### src/rtl/rv32_pkg.sv
// Shared RV32 pipeline definitions: datapath width, writeback source
// selectors, load funct3 encodings and the register index type.
package rv32_pkg;

  localparam int XLEN = 32;

  localparam logic [1:0] WB_SEL_ALU = 2'b00;
  localparam logic [1:0] WB_SEL_MEM = 2'b01;
  localparam logic [1:0] WB_SEL_PC4 = 2'b10;

  localparam logic [2:0] FUNCT3_LB  = 3'b000;
  localparam logic [2:0] FUNCT3_LH  = 3'b001;
  localparam logic [2:0] FUNCT3_LW  = 3'b010;
  localparam logic [2:0] FUNCT3_LBU = 3'b100;
  localparam logic [2:0] FUNCT3_LHU = 3'b101;

  typedef logic [4:0] reg_idx_t;

endpackage

### src/rtl/mem_wb_stage_if.sv
// MEM/WB boundary bundle: incoming memory-stage result plus the
// register-file write port, forwarding outputs and retire counter.
interface mem_wb_stage_if;
  import rv32_pkg::*;

  logic            STALL;
  logic            FLUSH;
  logic            IN_VALID;
  logic            IN_REG_WRITE;
  reg_idx_t        IN_RD;
  logic [1:0]      IN_WB_SEL;
  logic [2:0]      IN_FUNCT3;
  logic [XLEN-1:0] IN_ALU_RESULT;
  logic [XLEN-1:0] IN_MEM_RDATA;
  logic [XLEN-1:0] IN_PC_PLUS4;

  logic            WB_WRITE_ENABLE;
  reg_idx_t        WB_WRITE_REG;
  logic [XLEN-1:0] WB_WRITE_DATA;
  logic            LOAD_MISALIGNED;
  logic [63:0]     INSTRET;

  modport master (
    output STALL, FLUSH, IN_VALID, IN_REG_WRITE, IN_RD, IN_WB_SEL, IN_FUNCT3,
           IN_ALU_RESULT, IN_MEM_RDATA, IN_PC_PLUS4,
    input  WB_WRITE_ENABLE, WB_WRITE_REG, WB_WRITE_DATA, LOAD_MISALIGNED, INSTRET
  );

  modport slave (
    input  STALL, FLUSH, IN_VALID, IN_REG_WRITE, IN_RD, IN_WB_SEL, IN_FUNCT3,
           IN_ALU_RESULT, IN_MEM_RDATA, IN_PC_PLUS4,
    output WB_WRITE_ENABLE, WB_WRITE_REG, WB_WRITE_DATA, LOAD_MISALIGNED, INSTRET
  );

endinterface

### src/rtl/load_formatter.sv
// Combinational load lane extraction and sign/zero extension, plus a
// misalignment flag for the requested access width.
module load_formatter
  import rv32_pkg::*;
(
  input  logic [XLEN-1:0] rdata,
  input  logic [1:0]      addr,
  input  logic [2:0]      funct3,
  output logic [XLEN-1:0] data,
  output logic            misaligned
);

  logic [7:0]  byte_sel;
  logic [15:0] half_sel;

  assign byte_sel = rdata[{addr, 3'b000} +: 8];
  assign half_sel = addr[1] ? rdata[31:16] : rdata[15:0];

  // Unlisted funct3 encodings fall through to word behaviour, including its alignment rule.
  always_comb begin
    data       = rdata;
    misaligned = (addr != 2'b00);
    case (funct3)
      FUNCT3_LB: begin
        data       = {{24{byte_sel[7]}}, byte_sel};
        misaligned = 1'b0;
      end
      FUNCT3_LBU: begin
        data       = {24'b0, byte_sel};
        misaligned = 1'b0;
      end
      FUNCT3_LH: begin
        data       = {{16{half_sel[15]}}, half_sel};
        misaligned = addr[0];
      end
      FUNCT3_LHU: begin
        data       = {16'b0, half_sel};
        misaligned = addr[0];
      end
      default: begin
        data       = rdata;
        misaligned = (addr != 2'b00);
      end
    endcase
  end

endmodule

### src/rtl/mem_wb_stage.sv
// MEM/WB pipeline slot: formats the writeback value, drives the register
// file write port and counts instructions as they leave the stage.
module mem_wb_stage
  import rv32_pkg::*;
(
  input  logic           CLK,
  input  logic           RST,
  mem_wb_stage_if.slave  bus
);

  logic            slot_valid;
  logic            slot_regwrite;
  reg_idx_t        slot_rd;
  logic [XLEN-1:0] slot_data;
  logic            slot_misaligned;
  logic [63:0]     instret;

  logic [XLEN-1:0] load_data;
  logic            load_misaligned_raw;
  logic            in_is_load;
  logic            in_misaligned;
  logic [XLEN-1:0] next_data;
  logic            retire;

  load_formatter u_load_formatter (
    .rdata      (bus.IN_MEM_RDATA),
    .addr       (bus.IN_ALU_RESULT[1:0]),
    .funct3     (bus.IN_FUNCT3),
    .data       (load_data),
    .misaligned (load_misaligned_raw)
  );

  assign in_is_load    = (bus.IN_WB_SEL == WB_SEL_MEM);
  assign in_misaligned = in_is_load & load_misaligned_raw;

  // The reserved selector 11 behaves as an ALU writeback.
  always_comb begin
    next_data = bus.IN_ALU_RESULT;
    case (bus.IN_WB_SEL)
      WB_SEL_MEM: next_data = load_data;
      WB_SEL_PC4: next_data = bus.IN_PC_PLUS4;
      default:    next_data = bus.IN_ALU_RESULT;
    endcase
  end

  // An instruction retires on the edge it leaves; flushed, stalled or faulting slots do not.
  assign retire = slot_valid & ~bus.STALL & ~bus.FLUSH & ~slot_misaligned;

  always_ff @(posedge CLK or posedge RST) begin
    if (RST) begin
      slot_valid      <= 1'b0;
      slot_regwrite   <= 1'b0;
      slot_rd         <= '0;
      slot_data       <= '0;
      slot_misaligned <= 1'b0;
    end else if (bus.FLUSH) begin
      slot_valid      <= 1'b0;
      slot_regwrite   <= 1'b0;
      slot_rd         <= '0;
      slot_data       <= '0;
      slot_misaligned <= 1'b0;
    end else if (!bus.STALL) begin
      slot_valid      <= bus.IN_VALID;
      slot_regwrite   <= bus.IN_REG_WRITE & ~in_misaligned;
      slot_rd         <= bus.IN_RD;
      slot_data       <= next_data;
      slot_misaligned <= in_misaligned;
    end
  end

  always_ff @(posedge CLK or posedge RST) begin
    if (RST) begin
      instret <= '0;
    end else if (retire) begin
      instret <= instret + 64'd1;
    end
  end

  assign bus.WB_WRITE_ENABLE = slot_valid & slot_regwrite & (slot_rd != '0);
  assign bus.WB_WRITE_REG    = slot_rd;
  assign bus.WB_WRITE_DATA   = slot_data;
  assign bus.LOAD_MISALIGNED = slot_valid & slot_misaligned;
  assign bus.INSTRET         = instret;

endmodule

### src/flat_wrapper.sv
// flat-port wrapper written by rule: the top's interface ports become plain ports
module mem_wb_stage_flat import rv32_pkg::*;
  (CLK, RST, bus_STALL, bus_FLUSH, bus_IN_VALID, bus_IN_REG_WRITE, bus_IN_RD, bus_IN_WB_SEL, bus_IN_FUNCT3, bus_IN_ALU_RESULT, bus_IN_MEM_RDATA, bus_IN_PC_PLUS4, bus_WB_WRITE_ENABLE, bus_WB_WRITE_REG, bus_WB_WRITE_DATA, bus_LOAD_MISALIGNED, bus_INSTRET);
  mem_wb_stage_if bus_i ();
  input  logic CLK;
  input  logic RST;
  input wire logic [$bits(bus_i.STALL)-1:0] bus_STALL;
  input wire logic [$bits(bus_i.FLUSH)-1:0] bus_FLUSH;
  input wire logic [$bits(bus_i.IN_VALID)-1:0] bus_IN_VALID;
  input wire logic [$bits(bus_i.IN_REG_WRITE)-1:0] bus_IN_REG_WRITE;
  input wire logic [$bits(bus_i.IN_RD)-1:0] bus_IN_RD;
  input wire logic [$bits(bus_i.IN_WB_SEL)-1:0] bus_IN_WB_SEL;
  input wire logic [$bits(bus_i.IN_FUNCT3)-1:0] bus_IN_FUNCT3;
  input wire logic [$bits(bus_i.IN_ALU_RESULT)-1:0] bus_IN_ALU_RESULT;
  input wire logic [$bits(bus_i.IN_MEM_RDATA)-1:0] bus_IN_MEM_RDATA;
  input wire logic [$bits(bus_i.IN_PC_PLUS4)-1:0] bus_IN_PC_PLUS4;
  output wire logic [$bits(bus_i.WB_WRITE_ENABLE)-1:0] bus_WB_WRITE_ENABLE;
  output wire logic [$bits(bus_i.WB_WRITE_REG)-1:0] bus_WB_WRITE_REG;
  output wire logic [$bits(bus_i.WB_WRITE_DATA)-1:0] bus_WB_WRITE_DATA;
  output wire logic [$bits(bus_i.LOAD_MISALIGNED)-1:0] bus_LOAD_MISALIGNED;
  output wire logic [$bits(bus_i.INSTRET)-1:0] bus_INSTRET;
  assign bus_i.STALL = bus_STALL;
  assign bus_i.FLUSH = bus_FLUSH;
  assign bus_i.IN_VALID = bus_IN_VALID;
  assign bus_i.IN_REG_WRITE = bus_IN_REG_WRITE;
  assign bus_i.IN_RD = bus_IN_RD;
  assign bus_i.IN_WB_SEL = bus_IN_WB_SEL;
  assign bus_i.IN_FUNCT3 = bus_IN_FUNCT3;
  assign bus_i.IN_ALU_RESULT = bus_IN_ALU_RESULT;
  assign bus_i.IN_MEM_RDATA = bus_IN_MEM_RDATA;
  assign bus_i.IN_PC_PLUS4 = bus_IN_PC_PLUS4;
  assign bus_WB_WRITE_ENABLE = bus_i.WB_WRITE_ENABLE;
  assign bus_WB_WRITE_REG = bus_i.WB_WRITE_REG;
  assign bus_WB_WRITE_DATA = bus_i.WB_WRITE_DATA;
  assign bus_LOAD_MISALIGNED = bus_i.LOAD_MISALIGNED;
  assign bus_INSTRET = bus_i.INSTRET;
  mem_wb_stage u_core (.CLK(CLK), .RST(RST), .bus(bus_i));
endmodule
### config.mk
export PLATFORM = sky130hd
export DESIGN_NAME = mem_wb_stage_flat
export DESIGN_NICKNAME = d
export VERILOG_FILES = /design/src/rtl/rv32_pkg.sv /design/src/rtl/mem_wb_stage_if.sv /design/src/rtl/load_formatter.sv /design/src/rtl/mem_wb_stage.sv /design/src/flat_wrapper.sv
export SDC_FILE = /design/constraint.sdc
export NUM_CORES = 1
export LEC_CHECK = 0
export CORE_MARGIN = 2
export CORE_UTILIZATION = 30
export DETAILED_ROUTE_END_ITERATION = 8
export DONT_BUFFER_PORTS = 1
export GPL_ROUTABILITY_DRIVEN = 1
export PLACE_DENSITY = 0.45
export RECOVER_POWER = 25
export SYNTH_ARGS = -nofsm -noshare
export SYNTH_HDL_FRONTEND = slang
export SYNTH_SLANG_ARGS = --single-unit
### constraint.sdc
create_clock -name CLK -period 7.07 [get_ports CLK]
set_input_delay 1.414 -clock CLK [delete_from_list [all_inputs] [get_ports CLK]]
set_output_delay 1.414 -clock CLK [all_outputs]
set_load 0.05 [all_outputs]
==> flow_metrics.tcl, run 1 <==
set metrics [dict create \
    status "complete, but fails checks" \
    failing_checks "max-capacitance violations, max-slew violations" \
    arrival_ps 4000 \
    share_clk_of_total_power_pct 38.0 \
    worstRegToRegCells 5 \
    num_vias 4713 \
    worst_pin_slew_ps 2190 \
    grt_pass1_wl_mm 27.2 \
    postLayoutSetupSlackWorst_ps 3290 \
    drt.antenna.violating_nets 0 \
    antenna_found_initial 0 \
    drc 0 \
    critical_path.endpoint_type "flip-flop" \
    max_clock_freq_mhz 264 \
    rr_endpoint "u_core.bus.INSTRET[44]$_DFFE_PP0P_" \
    start_util_pct 30.7 \
    dp_hpwl_mm 13.0 \
    avgViaCountPerCell 5.73 \
    design.final.nets 699 \
    holdWs_ps 555 \
    worstPathBufferInverterCount 0 \
    worstSetupEndpoint "u_core.bus.INSTRET[44]$_DFFE_PP0P_" \
    cts_inserted_buffers 9 \
    fin_setup_tns_ps 0 \
    clock_sink_count 104 \
    cts.repair.resized 0 \
    critical-path-slowest-cell "nor4b_1" \
    synth_sequential_area_ratio_pct 45.2 \
    p_int_w 0.000920 \
    drt_first_pass_iters 5 \
    startpoint "bus_FLUSH" \
    mappedNetlistNets 725 \
    place.detailed.instances 807 \
    design.core.area_mm2 0.0188 \
    timing.critical_path.cells "nor4b_1 -> nand4_1 -> nor3_2 -> nand4_1 -> xnor2_1" \
    yosysWarnings 0 \
    post-cts-setup-buffers 0 \
    clock_tree.buffer_depth 2 \
    io_buffers 0 \
    crit_path_max_fanout 42 \
    grtUsageTotal_pct 17.4 \
    grt_max_degree 78 \
    leakagePower_nw 2.67 \
    regToRegStartpoint "u_core.slot_valid$_DFFE_PP0P_" \
    routed_wl_mm 17.9 \
    holdBufCountCts 0 \
    place_area_mm2 0.00590 \
    synth-seq-cells 104 \
    gr-total-overflow 0 \
    layout_worst_path_cycle_share_pct 53.5 \
    die_y_um 143 \
    final-max-slew-violation-count 45 \
    rsz0062_at_grt "no" \
    power.share.sequential_pct 53.0 \
    rrSetupSlack_ps 3980 \
    syn_area_per_cell_um2 9.44 \
    final_period_minus_worst_setup_slack_ps 3780 \
    place_worst_setup_slack_ps 3320 \
    report.final.hold_viol_count 0 \
    share_of_total_power_in_combinational_logic_pct 8.9 \
    power_per_cell_area_mw_per_mm2 220 \
    design.die.area_mm2 0.0203 \
    cpMostUsedCell "nand4_1" \
    post_drt_wl_per_cell_um 21.7 \
    crit_cells 5 \
    worst-endpoint-required_ps 7290 \
    setup-violations-final 0 \
    boundaryPins 215 \
    layout.cells.most_common "dfrtp_1" \
    final_area_mm2 0.00620 \
    total_switching_power_w 0.000443 \
    synth.cell_area_mm2 0.00576 \
    layout-drive-gt1-share_pct 6.28 \
    tritoncts "built" \
    num_rows 50 \
    critical_path.top_delay_family "simple AND/OR/NAND/NOR gates" \
    syn2layout_area_growth_pct 7.61 \
    path_class "in2reg" \
    ctsRootBufferMaster "clkbuf_16" \
    first_global_vias 4546 \
    leading_register_cell_type_out_of_synthesis "dfrtp_1" \
    timing.max_slew.rel_slack_pct -46.6 \
    power_switching_share_pct 32.5 \
    worstSkewPairLatency_ps 360 \
    die_width_um 143 \
    synth-edff-count 0 \
    final_cell_mix "dfrtp_1, a21oi_1, nor2_1" \
    skew_ps 15.0 \
    antenna-diode-count 0 \
    cts_htree_levels 3 \
    num-fill-cells 1948 \
    clkTransAtPathRegs_ps 80 \
    critical-path-max-stage-delay_ps 1180 \
    dr.first_iter.drc_count 311 \
    max_cap_viol_count 1 \
    hold_path.class "reg2reg" \
    syn_inst 610 \
    gp_congestion 0.873 \
    peakVddDrop_mv 0.103 \
    synth.distinct_cells 54 \
    critical_path.startpoint_type "input pin" \
    layout.cells.non_filler 823 \
    synth_async_sr_flop_share_pct 100 \
]
[flip-flops by register name (all words and copies together) (netlist names)]
register	count
u_core.bus.INSTRET	64
u_core.bus.WB_WRITE_DATA	32
u_core.bus.WB_WRITE_REG	5
u_core.slot_misaligned	1
u_core.slot_regwrite	1
u_core.slot_valid	1
[cells by family (layout without fill, tap and decap cells)]
kind of cell / after synthesis / after routing / synth area share (%)
AND/OR/NAND/NOR: 204 / 204 / 19.8
AO/OA/AOI/OAI: 151 / 151 / 16.7
flip-flops: 104 / 104 / 45.2
buffers and inverters: 68 / 47 / 4.82
XOR/XNOR: 63 / 63 / 9.58
multiplexers: 17 / 17 / 3.19
adder cells (fa/ha/maj): 3 / 3 / 0.652
[power groups by stage]
| stage | Clock (W) | Combinational [W] | Sequential, W |
|---|---|---|---|
| 5_1_grt | 0.000558 | 0.000139 | 0.000726 |
| 6_report | 0.000518 | 0.000122 | 0.000723 |
| 2_1_floorplan | 0 | 0.000112 | 0.000725 |
| 3_3_place_gp | 0 | 0.000119 | 0.000735 |
| 3_5_place_dp | 0 | 0.000123 | 0.000735 |
| 4_1_cts | 0.000540 | 0.000123 | 0.000723 |
[cells in the mapped netlist, drive strengths merged (10+ instances only)]
master  number  area share, %
nand2       40            2.6
o22ai       33            3.6
dfrtp      104             45
nor2        52            3.4
xor2        26            4.0
nand3       23            2.3
clkbuf      25            1.6
inv         27            1.8
buf         15            1.4
mux2i       15            2.6
a22oi       16            2.1
o21ai       10           0.87
a21oi       58            5.0
xnor2       37            5.6
nand4       21            2.8
nor3        20            2.0
nor2b       11            1.2
[final cells by class]
class | count | area, um^2 | share of cell area (%)
clock buffers | 9 | 225 | 3.63
clock inverters | 7 | 85.1 | 1.37
inverters | 28 | 106 | 1.72
multi-input cells | 438 | 2860 | 46.2
flip-flops and latches | 104 | 2600 | 42.0
well taps | 234 | 293 | 4.73
repair buffers | 3 | 22.5 | 0.363
[worst min-delay path, cell delays in order (launching register included)]
cell and delay, ps:
dfrtp_1 370, mux2i_1 80, nor2_1 80
[routing by layer]
metal  track usage (%)  up-vias  share of wire [%]
li1                  -     2145                  -
met1              23.5     2342                 44
met2              26.1      187                 46
met5                 0        -                  0
met3              4.95       39                7.2
met4              7.24        0                2.9
[worst min path at each step]
stage | from | to | slack (ps) | depth (start not counted)
6_report | u_core.slot_misaligned$_DFFE_PP0P_ | u_core.slot_misaligned$_DFFE_PP0P_ | 560 | 2
5_1_grt | u_core.slot_regwrite$_DFFE_PP0P_ | u_core.slot_regwrite$_DFFE_PP0P_ | 580 | 2
4_1_cts | u_core.slot_regwrite$_DFFE_PP0P_ | u_core.slot_regwrite$_DFFE_PP0P_ | 560 | 2
3_5_place_dp | u_core.slot_regwrite$_DFFE_PP0P_ | u_core.slot_regwrite$_DFFE_PP0P_ | 550 | 2
3_3_place_gp | u_core.slot_regwrite$_DFFE_PP0P_ | u_core.slot_regwrite$_DFFE_PP0P_ | 540 | 2
2_1_floorplan | u_core.slot_regwrite$_DFFE_PP0P_ | u_core.slot_regwrite$_DFFE_PP0P_ | 510 | 2
[stage by stage]
step / total power (W) / utilization [%]
after global routing: 0.00142 / 33.0
after detailed placement: 0.000858 / 31.5
after global placement: 0.000854 / 31.5
after CTS: 0.00139 / 33.1
after floorplan: 0.000837 / -
final: 0.00136 / 33.0
No activity file was read; power rests on OpenSTA's default activity.
==> inputs of run 2 (changes only) <==
- clock period: 7.07 -> 3.9 ns (I/O delays scaled with it)
==> run 2 against run 1 <==
  * The run still ends with max-capacitance violations, max-slew violations left
  * Worst hold slack got worse by 77 ps
  * Largest power group unchanged
  * Die area unchanged
  * Critical endpoint is now u_core.bus.INSTRET[31]$_DFFE_PP0P_
  * Largest cell class unchanged
  * Via count decreased by 0.28%
  * Power increased by 91%
  * Count of clock-buffer cells in the layout increased by 1
  * Global-route usage decreased by 0.14 points
==> flow_metrics.tcl, run 2 (same netlist as run 1, synthesis figures left out) <==
set metrics [dict create \
    status "complete, but fails checks" \
    failing_checks "max-capacitance violations, max-slew violations" \
    antenna-diode-count 0 \
    layout-drive-gt1-share_pct 7.38 \
    rsz0062_at_grt "no" \
    dp_hpwl_mm 13.1 \
    final-max-slew-violation-count 60 \
    critical_path.startpoint_type "input pin" \
    critical-path-max-stage-delay_ps 1200 \
    crit_cells 5 \
    regToRegStartpoint "u_core.slot_valid$_DFFE_PP0P_" \
    gr-total-overflow 0 \
    report.final.hold_viol_count 0 \
    layout.cells.most_common "dfrtp_1" \
    cts_inserted_buffers 9 \
    clkTransAtPathRegs_ps 80 \
    multi_input_comb_area_mm2 0.00286 \
    post_drt_wl_per_cell_um 21.4 \
    hold_path_end "u_core.bus.WB_WRITE_DATA[3]$_DFFE_PP0P_" \
    whs_path_depth 1 \
    drt.antenna.violating_nets 0 \
    final_period_minus_worst_setup_slack_ps 3170 \
    design.core.area_mm2 0.0188 \
    hold_path.startpoint "bus_FLUSH" \
    routed_wl_mm 17.8 \
    die_y_um 143 \
    boundaryPins 215 \
    leakagePower_nw 2.72 \
    design.final.nets 706 \
    setup-violations-final 0 \
    dr.first_iter.drc_count 389 \
    arrival_ps 3390 \
    rrSetupSlack_ps 780 \
    clock_tree.buffer_depth 2 \
    report.power.total_w 0.00261 \
    max_cap_viol_count 2 \
    max_clock_freq_mhz 315 \
    first_global_vias 4525 \
    ctsRootBufferMaster "clkbuf_16" \
    drc 0 \
    critical-path-slowest-cell "nor4b_1" \
    rr_endpoint "u_core.bus.INSTRET[31]$_DFFE_PP0P_" \
    die_width_um 143 \
    critical_path.endpoint_type "flip-flop" \
    holdBufCountCts 0 \
    final_cell_mix "dfrtp_1, a21oi_1, nor2_1" \
    start_util_pct 30.7 \
    num-fill-cells 1926 \
    drt_first_pass_iters 5 \
    syn2layout_area_growth_pct 9.10 \
    timing.critical_path.cells "nor4b_1 -> nand3_1 -> nor3_1 -> nand4_1 -> xnor2_1" \
    fin_setup_tns_ps 0 \
    layout.area.seq_mm2 0.00260 \
    antenna_found_initial 0 \
    number_of_flip_flops_under_the_largest_register_name 64 \
    num_vias 4700 \
    peakVddDrop_mv 0.224 \
    power_per_cell_area_mw_per_mm2 415 \
    grt_pass1_wl_mm 27.1 \
    clock_sink_count 104 \
    timing.max_slew.rel_slack_pct -77.9 \
    io_buffers 0 \
    avgViaCountPerCell 5.66 \
    path_class "in2reg" \
    worstSkewPairLatency_ps 350 \
    worst_pin_slew_ps 2650 \
    tritoncts "built" \
    gp_congestion 0.882 \
    design.die.area_mm2 0.0203 \
    crit_path_max_fanout 77 \
    cts_htree_levels 3 \
    num_rows 50 \
    cts.repair.resized 0 \
    skew_ps 13.6 \
    critical_path.top_delay_family "simple AND/OR/NAND/NOR gates" \
    worstRegToRegCells 5 \
    grt_max_degree 78 \
    worst-endpoint-required_ps 4110 \
    post-cts-setup-buffers 0 \
    hold_path.class "in2reg" \
    grtUsageTotal_pct 17.3 \
    worstPathBufferInverterCount 0 \
    layout_worst_path_cycle_share_pct 81.4 \
]
run 2: where the power goes:
| group | internal [W] | total [W] | switching [W] |
|---|---|---|---|
| logic | 0.0000940 | 0.000225 | 0.000131 |
| clock network | 0.000634 | 0.00107 | 0.000436 |
| registers | 0.00112 | 0.00131 | 0.000195 |
run 2: worst max-delay path by stage:
stage                                               to                                from  slack (ps)
floorplan            u_core.bus.INSTRET[0]$_DFFE_PP0P_                                 RST         390
global placement    u_core.bus.INSTRET[59]$_DFFE_PP0P_  u_core.bus.INSTRET[35]$_DFFE_PP0P_        1100
detailed placement  u_core.bus.INSTRET[59]$_DFFE_PP0P_  u_core.bus.INSTRET[35]$_DFFE_PP0P_         990
CTS                 u_core.bus.INSTRET[59]$_DFFE_PP0P_  u_core.bus.INSTRET[35]$_DFFE_PP0P_         950
global route        u_core.bus.INSTRET[44]$_DFFE_PP0P_                           bus_FLUSH         430
finish              u_core.bus.INSTRET[31]$_DFFE_PP0P_                           bus_STALL         730
run 2: metal layers:
layer  vias to the layer above  global-route usage [%]  part of all wire, %
met5                         -                       0                    0
met4                         0                    5.68                  2.8
met3                        29                    7.00                  9.6
met2                       227                    26.0                   45
met1                      2286                    22.5                   42
li1                       2158                       -                    -
run 2: cell type report:
class / instances / area share [%]
Multi-Input combinational cell: 438 / 45.6
Clock inverter: 6 / 1.85
Tap cell: 234 / 4.66
Timing Repair Buffer: 10 / 1.16
Sequential cell: 104 / 41.4
Clock buffer: 10 / 3.64
Inverter: 28 / 1.69
run 2: worst reg2reg max path, delay by kind of cell, from the launching register on:
family        cells  cell delay [ps]
simple gates      4             2410
xor+xnor          1              170
flops             1              400
run 2: per-stage QoR:
step,instance area (um^2),setup WS (ps),utilization (%),hold WS (ps),instances
floorplan,5760,388,-,507,610
global placement,5960,1100,31.7,535,814
detailed placement,5960,986,31.7,533,814
CTS,6300,952,33.6,452,830
global route,6280,432,33.5,460,830
finish,6280,726,33.5,478,830
